[src/rtl/pipe_instr_regs_if.sv]
`default_nettype none
// ============================================================================
// Module   : pipe_instr_regs_if
// Brief    : Fetch input and D/E/M/W instruction/PC outputs of pipe_instr_regs.
// Revision : 1.0
// ============================================================================
interface pipe_instr_regs_if;
    logic [31:0] if_instr;
    logic [31:0] if_pc;
    logic [31:0] instr1;
    logic [31:0] instr2;
    logic [31:0] instr3;
    logic [31:0] instr4;
    logic [31:0] pc1;
    logic [31:0] pc2;
    logic [31:0] pc3;
    logic [31:0] pc4;
    logic        stall;
    logic [31:0] stall_cnt;

    modport master (
        output if_instr, if_pc,
        input  instr1, instr2, instr3, instr4,
        input  pc1, pc2, pc3, pc4,
        input  stall, stall_cnt
    );

    modport slave (
        input  if_instr, if_pc,
        output instr1, instr2, instr3, instr4,
        output pc1, pc2, pc3, pc4,
        output stall, stall_cnt
    );
endinterface
`default_nettype wire

[src/rtl/pipe_instr_regs.sv]
`default_nettype none
// ============================================================================
// Module   : pipe_instr_regs
// Brief    : D/E/M/W instruction+PC registers with load-use/branch stall.
//            Define PIPE_STALL_CNT_EN to build the saturating stall counter.
// Revision : 1.0
// ============================================================================
module pipe_instr_regs (
    input  logic             clk,
    input  logic             rst_n,
    pipe_instr_regs_if.slave bus
);

    localparam logic [5:0] c_op_special = 6'b000000;
    localparam logic [5:0] c_op_j       = 6'b000010;
    localparam logic [5:0] c_op_jal     = 6'b000011;
    localparam logic [5:0] c_op_beq     = 6'b000100;
    localparam logic [5:0] c_op_ori     = 6'b001101;
    localparam logic [5:0] c_op_lui     = 6'b001111;
    localparam logic [5:0] c_op_lw      = 6'b100011;
    localparam logic [5:0] c_op_sw      = 6'b101011;
    localparam logic [5:0] c_fn_jr      = 6'b001000;
    localparam logic [5:0] c_fn_jalr    = 6'b001001;
    localparam logic [5:0] c_fn_addu    = 6'b100001;
    localparam logic [5:0] c_fn_subu    = 6'b100011;

    function automatic logic is_rtype(input logic [31:0] ins, input logic [5:0] fn);
        return (ins[31:26] == c_op_special) && (ins[5:0] == fn);
    endfunction

    function automatic logic [4:0] dest_of(input logic [31:0] ins);
        logic [4:0] d;
        d = 5'd0;
        if (is_rtype(ins, c_fn_addu) || is_rtype(ins, c_fn_subu) || is_rtype(ins, c_fn_jalr))
            d = ins[15:11];
        else if (ins[31:26] == c_op_ori || ins[31:26] == c_op_lw || ins[31:26] == c_op_lui)
            d = ins[20:16];
        else if (ins[31:26] == c_op_jal)
            d = 5'd31;
        return d;
    endfunction

    // The all-zero bubble is excluded explicitly so it never reads a register.
    function automatic logic uses_rs(input logic [31:0] ins);
        return (ins != 32'h0) && (ins[31:26] != c_op_lui) &&
               (ins[31:26] != c_op_jal) && (ins[31:26] != c_op_j);
    endfunction

    function automatic logic uses_rt(input logic [31:0] ins);
        return is_rtype(ins, c_fn_addu) || is_rtype(ins, c_fn_subu) ||
               (ins[31:26] == c_op_sw) || (ins[31:26] == c_op_beq);
    endfunction

    function automatic logic src_hit(input logic [31:0] ins, input logic [4:0] r);
        return (r != 5'd0) &&
               ((uses_rs(ins) && (r == ins[25:21])) || (uses_rt(ins) && (r == ins[20:16])));
    endfunction

    logic [31:0] instr_q [1:4];
    logic [31:0] instr_d [1:4];
    logic [31:0] pc_q    [1:4];
    logic [31:0] pc_d    [1:4];

    logic w_load_use;
    logic w_is_branch;
    logic w_branch_haz;
    logic w_stall;

    assign w_load_use   = (instr_q[2][31:26] == c_op_lw) && src_hit(instr_q[1], instr_q[2][20:16]);
    assign w_is_branch  = (instr_q[1][31:26] == c_op_beq) ||
                          is_rtype(instr_q[1], c_fn_jr) || is_rtype(instr_q[1], c_fn_jalr);
    assign w_branch_haz = w_is_branch &&
                          (src_hit(instr_q[1], dest_of(instr_q[2])) ||
                           ((instr_q[3][31:26] == c_op_lw) && src_hit(instr_q[1], instr_q[3][20:16])));
    assign w_stall      = w_load_use || w_branch_haz;

    always_comb begin
        instr_d = instr_q;
        pc_d    = pc_q;
        if (w_stall) begin
            instr_d[2] = 32'h0;
            pc_d[2]    = 32'h0;
        end else begin
            instr_d[1] = bus.if_instr;
            pc_d[1]    = bus.if_pc;
            instr_d[2] = instr_q[1];
            pc_d[2]    = pc_q[1];
        end
        instr_d[3] = instr_q[2];
        pc_d[3]    = pc_q[2];
        instr_d[4] = instr_q[3];
        pc_d[4]    = pc_q[3];
    end

    always_ff @(posedge clk or negedge rst_n) begin
        if (!rst_n) begin
            for (int i = 1; i <= 4; i++) begin
                instr_q[i] <= 32'h0;
                pc_q[i]    <= 32'h0;
            end
        end else begin
            instr_q <= instr_d;
            pc_q    <= pc_d;
        end
    end

    assign bus.instr1 = instr_q[1];
    assign bus.instr2 = instr_q[2];
    assign bus.instr3 = instr_q[3];
    assign bus.instr4 = instr_q[4];
    assign bus.pc1    = pc_q[1];
    assign bus.pc2    = pc_q[2];
    assign bus.pc3    = pc_q[3];
    assign bus.pc4    = pc_q[4];
    assign bus.stall  = w_stall;

`ifdef PIPE_STALL_CNT_EN
    logic [31:0] stall_cnt_q;
    logic [31:0] stall_cnt_d;

    always_comb begin
        stall_cnt_d = stall_cnt_q;
        if (w_stall && (stall_cnt_q != 32'hFFFF_FFFF))
            stall_cnt_d = stall_cnt_q + 32'd1;
    end

    always_ff @(posedge clk or negedge rst_n) begin
        if (!rst_n)
            stall_cnt_q <= 32'h0;
        else
            stall_cnt_q <= stall_cnt_d;
    end

    assign bus.stall_cnt = stall_cnt_q;
`else
    assign bus.stall_cnt = 32'h0;
`endif

endmodule
`default_nettype wire

[src/flat_wrapper.sv]
// flat-port wrapper written by rule: the top's interface ports become plain ports
module pipe_instr_regs_flat 
  (clk, rst_n, bus_if_instr, bus_if_pc, bus_instr1, bus_instr2, bus_instr3, bus_instr4, bus_pc1, bus_pc2, bus_pc3, bus_pc4, bus_stall, bus_stall_cnt);
  pipe_instr_regs_if bus_i ();
  input  logic clk;
  input  logic rst_n;
  input wire logic [$bits(bus_i.if_instr)-1:0] bus_if_instr;
  input wire logic [$bits(bus_i.if_pc)-1:0] bus_if_pc;
  output wire logic [$bits(bus_i.instr1)-1:0] bus_instr1;
  output wire logic [$bits(bus_i.instr2)-1:0] bus_instr2;
  output wire logic [$bits(bus_i.instr3)-1:0] bus_instr3;
  output wire logic [$bits(bus_i.instr4)-1:0] bus_instr4;
  output wire logic [$bits(bus_i.pc1)-1:0] bus_pc1;
  output wire logic [$bits(bus_i.pc2)-1:0] bus_pc2;
  output wire logic [$bits(bus_i.pc3)-1:0] bus_pc3;
  output wire logic [$bits(bus_i.pc4)-1:0] bus_pc4;
  output wire logic [$bits(bus_i.stall)-1:0] bus_stall;
  output wire logic [$bits(bus_i.stall_cnt)-1:0] bus_stall_cnt;
  assign bus_i.if_instr = bus_if_instr;
  assign bus_i.if_pc = bus_if_pc;
  assign bus_instr1 = bus_i.instr1;
  assign bus_instr2 = bus_i.instr2;
  assign bus_instr3 = bus_i.instr3;
  assign bus_instr4 = bus_i.instr4;
  assign bus_pc1 = bus_i.pc1;
  assign bus_pc2 = bus_i.pc2;
  assign bus_pc3 = bus_i.pc3;
  assign bus_pc4 = bus_i.pc4;
  assign bus_stall = bus_i.stall;
  assign bus_stall_cnt = bus_i.stall_cnt;
  pipe_instr_regs u_core (.clk(clk), .rst_n(rst_n), .bus(bus_i));
endmodule
[config.mk]
export PLATFORM = sky130hd
export DESIGN_NAME = pipe_instr_regs_flat
export DESIGN_NICKNAME = d
export VERILOG_FILES = /design/src/rtl/pipe_instr_regs_if.sv /design/src/rtl/pipe_instr_regs.sv /design/src/flat_wrapper.sv
export SDC_FILE = /design/constraint.sdc
export NUM_CORES = 1
export LEC_CHECK = 0
export BUFFER_PORTS_ARGS = -buffer_cell sky130_fd_sc_hd__clkbuf_2
export CORE_ASPECT_RATIO = 0.8
export CORE_MARGIN = 2
export CORE_UTILIZATION = 54
export CTS_CLUSTER_SIZE = 8
export DETAILED_ROUTE_END_ITERATION = 10
export PLACE_DENSITY = 0.9
export SETUP_SLACK_MARGIN = 0.4
export SKIP_CTS_REPAIR_TIMING = 1
export SYNTH_ARGS = -nofsm -noshare
export SYNTH_HDL_FRONTEND = slang
export SYNTH_SLANG_ARGS = --single-unit
[constraint.sdc]
create_clock -name clk -period 8.29 [get_ports clk]
set_clock_uncertainty 0.2 [all_clocks]
set_input_delay 1.2435 -clock clk [delete_from_list [all_inputs] [get_ports clk]]
set_output_delay 1.2435 -clock clk [all_outputs]
set_load 0.02 [all_outputs]
==> results.yml, run 1 <==
logic_synthesis:
  synth-main-ff-cell: "dfrtp_1"
  synth_edf_count: 0
  yosys_warnings: 0
  syn_area_um2: 9940
  syn_inst: 682
  ys_types: 47
  async_flop_share: 1.00
  synth-seq-cells: 256
  synth_area_per_cell_um2: 14.6
  yosysSeqAreaShare: 0.645
cts:
  clock_latency_ps: 500
  cts_max_path_buffers: 3
  numCtsBuffers: 37
  cts_num_sinks: 256
  cts.htree.levels: 2
  cts_tree: "done"
  cts.clk_slew.worst_paths_ps: 50
  root_buffer: "clkbuf_16"
setup_path:
  cp_cell_sequence: "or3b_2 > a21oi_1 > a22o_1 > xor2_1 > or4_1 > o21a_1 > o21a_4 > inv_1 > clkbuf_2"
  slowest_delay_ps: 650
  crit_path_start_kind: "register"
  cp_max_fo: 57
  critPathSlowestCell: "a21oi_1"
  path_class: "reg -> out"
  cp_top_family: "compound AO/OA/AOI/OAI gates"
  end_kind: "primary output"
  cp.arrival_ps: 4040
  cp_num_buf_inv: 2
  critPathRequiredTime_ps: 6850
sta:
  final.setup.tns_ps: 0
  hold_viol_final: 0
  rsz0062_at_grt: "no"
  worst_pin_slew_ps: 852
  fmax_mhz: 182
  finalCritPeriodShare: 0.662
  setup_violations: 0
  slew_viol_final: 0
  fin_crit_ps: 5480
  slew_headroom: 0.432
placed_design:
  routabilityCongestion: 0.885
  numPortBuffers: 322
  hpwl_mm: 15.7
status:
  status: "finished clean"
route:
  viasPerCell: 4.97
  wire_per_inst_um: 19.6
  route.detailed.drc: 0
  vias: 5584
  drtPass1Iterations: 4
  ant_nets: 0
  drtIter0Drc: 336
  drt-total-wl_mm: 22.0
power_and_ir_drop:
  leakage_nw: 5.93
  power.share.clock: 0.442
  internal-power_mw: 2.23
  p_comb_frac: 0.091
  power_frac_seq: 0.467
  power_density_nw_per_um2: 254
  vdd_ir_drop_max_mv: 0.152
  swShare: 0.242
  power.switching_mw: 0.713
cells_and_area:
  fillers: 1301
  insertedDiodeCount: 0
  num-nets-final: 959
  final_common_cell: "clkbuf_2"
  final_util: 0.640
  drive_above_1_share: 0.477
  syn2layout_area_growth_pct: 16.7
  mostFrequentLayoutCells: "clkbuf_2, dfrtp_1, and2_1, mux2_4, clkbuf_16"
die:
  core-area_um2: 18100
  floorplan.initialDensity: 0.549
  die_width_um: 156
  die-area_um2: 19500
  rows: 44
  ios: 355
  fp.dieH_um: 125
global_routing:
  grt_overflow: 0
  grt_pass1_wl_mm: 33.9
  grt_start_max_net_pins: 147
  grt_pass1_vias: 5913
  antenna_found_initial: 0
  grtUsageTotal: 0.228
run:
  cap_viol_max_count: 0
worst_hold_path:
  min_path_type: "reg -> reg"
## worst reg2reg max path, stage by stage, from the launching register on
cell and delay (ps):
dfrtp_1 430, or3b_2 480, a21oi_1 650, a22o_1 330
xor2_1 150, or4_1 120, o21a_1 160, o21a_4 660
buf_4 810, mux2_4 400
## flip-flops by register name, indices dropped and copies added, names as in the netlist
name and flops:
u_core.bus.instr1 32, u_core.bus.instr2 32, u_core.bus.instr3 32, u_core.bus.instr4 32
u_core.bus.pc1 32, u_core.bus.pc2 32, u_core.bus.pc3 32, u_core.bus.pc4 32
## path summary, 6_finish.rpt
path / start / endpoint / slack, ps / cells after the start
setup / recovery: u_core.bus.instr2[29] / bus_stall / 2810 / 9
hold / removal: u_core.bus.pc2[6] / u_core.bus.pc3[6] / 160 / 0
setup reg to reg: u_core.bus.instr2[29] / u_core.bus.pc1[27] / 3770 / 9
hold reg to reg: u_core.bus.pc2[6] / u_core.bus.pc3[6] / 160 / 0
max in group asynchronous: rst_n / u_core.bus.pc2[16] / 6030 / 2
min in group asynchronous: rst_n / u_core.bus.instr1[14] / 570 / 1
## per-stage QoR
stage	instances	power (mW)	hold slack [ps]	worst slack, ps	instance area [um^2]
6_report	1124	2.94	164	2810	11600
3_3_place_gp	1084	1.66	155	3400	10600
5_1_grt	1124	3.05	175	2560	11600
3_5_place_dp	1084	1.66	159	3340	10600
4_1_cts	1124	2.97	167	2800	11600
2_1_floorplan	713	1.58	155	3900	10100
## power by group through the flow
stage          Sequential (mW)  Combinational (mW)  Clock [mW]
2_1_floorplan             1.41               0.171           0
3_5_place_dp              1.39               0.270           0
3_3_place_gp              1.39               0.267           0
4_1_cts                   1.38               0.272        1.33
6_report                  1.37               0.268        1.30
5_1_grt                   1.38               0.288        1.38
## layer usage
layer,wire (um),global-route usage
met1,8610,0.284
met2,11200,0.385
met3,1640,0.0631
met4,558,0.0766
met5,0,0
## final cells by class
class | instances | area [um^2] | area share
sequential | 256 | 6410 | 0.552
timing repair buffer | 324 | 1650 | 0.142
inverter | 5 | 18.8 | 0.00162
multi-input combinational | 269 | 2250 | 0.194
clock inverter | 1 | 8.76 | 0.000755
clock buffer | 39 | 976 | 0.0842
tap | 230 | 288 | 0.0248
## logic make-up (layout without fill, tap and decap cells)
kind of cell | Yosys count | count (layout) | synth area share
flops | 256 | 256 | 0.645
other cells | 1 | 32 | 0.000377
compound gates | 40 | 40 | 0.0335
xor+xnor | 27 | 27 | 0.0238
mux | 58 | 58 | 0.0876
simple gates | 112 | 112 | 0.0685
buf+inv | 188 | 369 | 0.141
## cells in the mapped netlist (all sizes together) (3+ instances only)
cell	number	share of area
dfrtp	256	0.64
buf	174	0.14
and2	60	0.038
mux2	58	0.088
xor2	16	0.014
xnor2	11	0.0097
a22o	10	0.0088
nor2	10	0.0038
clkbuf	9	0.0034
nand4	6	0.0038
nor3	6	0.0030
nor4	6	0.0038
or4	6	0.0045
a211o	5	0.0044
inv	5	0.0019
a22oi	4	0.0030
nand2	4	0.0015
a21oi	3	0.0015
a221oi	3	0.0026
No activity file was read; power rests on OpenSTA's default activity.
==> run 2, diff against run 1 <==
ABC_AREA = 1   (was not set)
CORE_UTILIZATION = 45   (was 54)
PLACE_DENSITY = 0.8   (was 0.9)
clock period = 4.8 ns   (was 8.29 ns; I/O delays follow)
==> run 2 against run 1 <==
Routed wire length is 5.8% higher. Global-route usage down 3.2 points. Non-clock buffer count up 3. Sequential cell count stayed put. Via count is 19% higher. Final cell count up 27%. Largest power group unchanged.
==> results.yml, run 2 <==
status:
  status: "finished clean"
logic_synthesis:
  async_flop_share: 1.00
  syn_area_um2: 9910
  synth_area_per_cell_um2: 10.4
  yosysSeqAreaShare: 0.646
  synth-main-ff-cell: "dfrtp_1"
  synth.top_cell.area_share: 0.646
  syn_inst: 949
  synth-xor-area-share: 0.0133
  synth.area.top_cells: "dfrtp_1, buf_4, nand2_1"
  synth_edf_count: 0
  synth_adder_area_share: 0
  ys_types: 26
  synth-seq-cells: 256
  synth_top_family_by_area: "simple AND/OR/NAND/NOR gates"
  synth-simple-area-share: 0.167
  synth_commonest_cells: "dfrtp_1, nand2_1, buf_4, nand3_1, nor2_1"
  synth_mux_area_frac: 0
  yosysTopAreaCell: "dfrtp_1"
  yosys_warnings: 0
  synth-compound-area-share: 0.00745
  synth_most_common_cell: "dfrtp_1"
sta:
  worst_slack_ps: 708
  slew_viol_final: 0
  slew_headroom: 0.309
  hold_ws_ps: 165
  fin_crit_ps: 4090
  fmax_mhz: 244
  rsz0062_at_grt: "no"
  worst_pin_slew_ps: 1040
  finalCritPeriodShare: 0.853
  final.setup.tns_ps: 0
  setup_violations: 0
  hold_viol_final: 0
die:
  core-area_um2: 21600
  ios: 355
  die-area_um2: 23200
  fp.dieH_um: 137
  floorplan.initialDensity: 0.458
  die_width_um: 170
  rows: 48
setup_path:
  crit_path_start_kind: "register"
  cp_common_cell: "nand2_1"
  startpoint: "u_core.bus.instr1[30]"
  slowest_delay_ps: 450
  path_class: "reg -> out"
  end_kind: "primary output"
  cp_num_buf_inv: 1
  r2r_slack_ps: 1310
  cp_cell_sequence: "nor2_1 > nand2_1 > nor3_1 > nand3_1 > nand2_1 > nand2_1 > nor2_1 > nand3_1 > nand2_1 > nand2_1 > nand2_1 > nand2_4 > nand2_4 > clkbuf_2"
  cp_top_family: "simple AND/OR/NAND/NOR gates"
  critPathRequiredTime_ps: 3880
  cp_max_fo: 28
  critPathSlowestCell: "dfrtp_1"
  worstReg2RegStart: "u_core.bus.instr1[30]"
  cp.arrival_ps: 3170
worst_hold_path:
  hp-start: "u_core.bus.pc3[1]"
  min_path_type: "reg -> reg"
cts:
  cts_max_path_buffers: 3
  cts_tree: "done"
  numCtsBuffers: 37
  cts_num_sinks: 256
  root_buffer: "clkbuf_16"
  cts.htree.levels: 2
  clock_latency_ps: 480
  cts.clk_slew.worst_paths_ps: 50
global_routing:
  antenna_found_initial: 1
  grt_overflow: 0
  grt_start_max_net_pins: 139
  grt_pass1_wl_mm: 35.3
  grtUsageTotal: 0.195
  grt_pass1_vias: 6466
cells_and_area:
  syn2layout_area_growth_pct: 17.6
  mostFrequentLayoutCells: "clkbuf_2, dfrtp_1, nand2_1, nand3_1, nor2_1"
  final_common_cell: "clkbuf_2"
  drive_above_1_share: 0.322
  num-nets-final: 1222
  fillers: 1932
  finalNonFillerCells: 1430
power_and_ir_drop:
  power_mw: 4.98
  leakage_nw: 6.32
  internal-power_mw: 3.76
  power_frac_seq: 0.475
  vdd_ir_drop_max_mv: 0.267
  swShare: 0.245
  power_density_nw_per_um2: 427
  power.switching_mw: 1.22
  power.share.clock: 0.431
  p_comb_frac: 0.093
run:
  cap_viol_max_count: 0
route:
  drtPass1Iterations: 5
  viasPerCell: 4.65
  vias: 6656
  wire_per_inst_um: 16.3
  drt-total-wl_mm: 23.3
  ant_nets: 0
  route.detailed.drc: 0
  drtIter0Drc: 490
placed_design:
  routabilityCongestion: 0.928
  dp.cells: 1392
  post-place-ws_ps: 1070
  hpwl_mm: 16.6
  numPortBuffers: 322
-- run 2: cell count changes in the layout (fill, tap and decap cells not counted), moves of 6 or more --
| cell | previous run | this run |
|---|---|---|
| nand2_1 | 4 | 194 |
| mux2_4 | 58 | 0 |
| xnor2_1 | 11 | 4 |
| inv_1 | 5 | 76 |
| or4_1 | 6 | 0 |
| a22o_1 | 10 | 1 |
| nor2_1 | 10 | 91 |
| nand3_1 | 1 | 92 |
| and2_1 | 60 | 0 |
-- run 2: path summary, 6_finish.rpt --
check	to	depth (start not counted)
setup / recovery	bus_stall	14
hold / removal	u_core.bus.pc4[1]	0
setup reg to reg	u_core.bus.instr1[21]	16
hold reg to reg	u_core.bus.pc4[1]	0
max in group asynchronous	u_core.bus.pc4[11]	2
min in group asynchronous	u_core.bus.instr4[9]	1
-- run 2: layout make-up --
cell class	count	area, um^2	area share
inverter	77	289	0.0248
antenna	1	2.50	0.000215
clock buffer	37	926	0.0794
sequential	256	6410	0.550
timing repair buffer	327	1700	0.146
tap	275	344	0.0295
multi-input combinational	457	1990	0.171
-- run 2: logic make-up after synthesis --
family,Yosys count
AOI/OAI and AO/OA,11
xor gates and xnor gates,15
buffers and inverters,267
DFF,256
other,1
and+or+nand+nor,399
-- run 2: metrics by stage --
stage / util / instance area [um^2]
global route: 0.539 / 11700
global placement: 0.496 / 10700
floorplan: - / 10000
detailed placement: 0.496 / 10700
CTS: 0.539 / 11600
finish: 0.539 / 11700
-- run 2: power by group through the flow --
stage	sequential (mW)	combinational, mW	clock [mW]
floorplan	2.44	0.286	0
global placement	2.39	0.465	0
detailed placement	2.40	0.469	0
CTS	2.37	0.471	2.20
global route	2.38	0.507	2.30
finish	2.37	0.465	2.15
-- run 2: layer usage --
metal,global-route usage,vias to the layer above,part of all wire
met5,0,-,0
met4,0.0579,0,0.017
met3,0.0593,35,0.090
met2,0.312,281,0.48
met1,0.260,3215,0.42
li1,-,3125,-
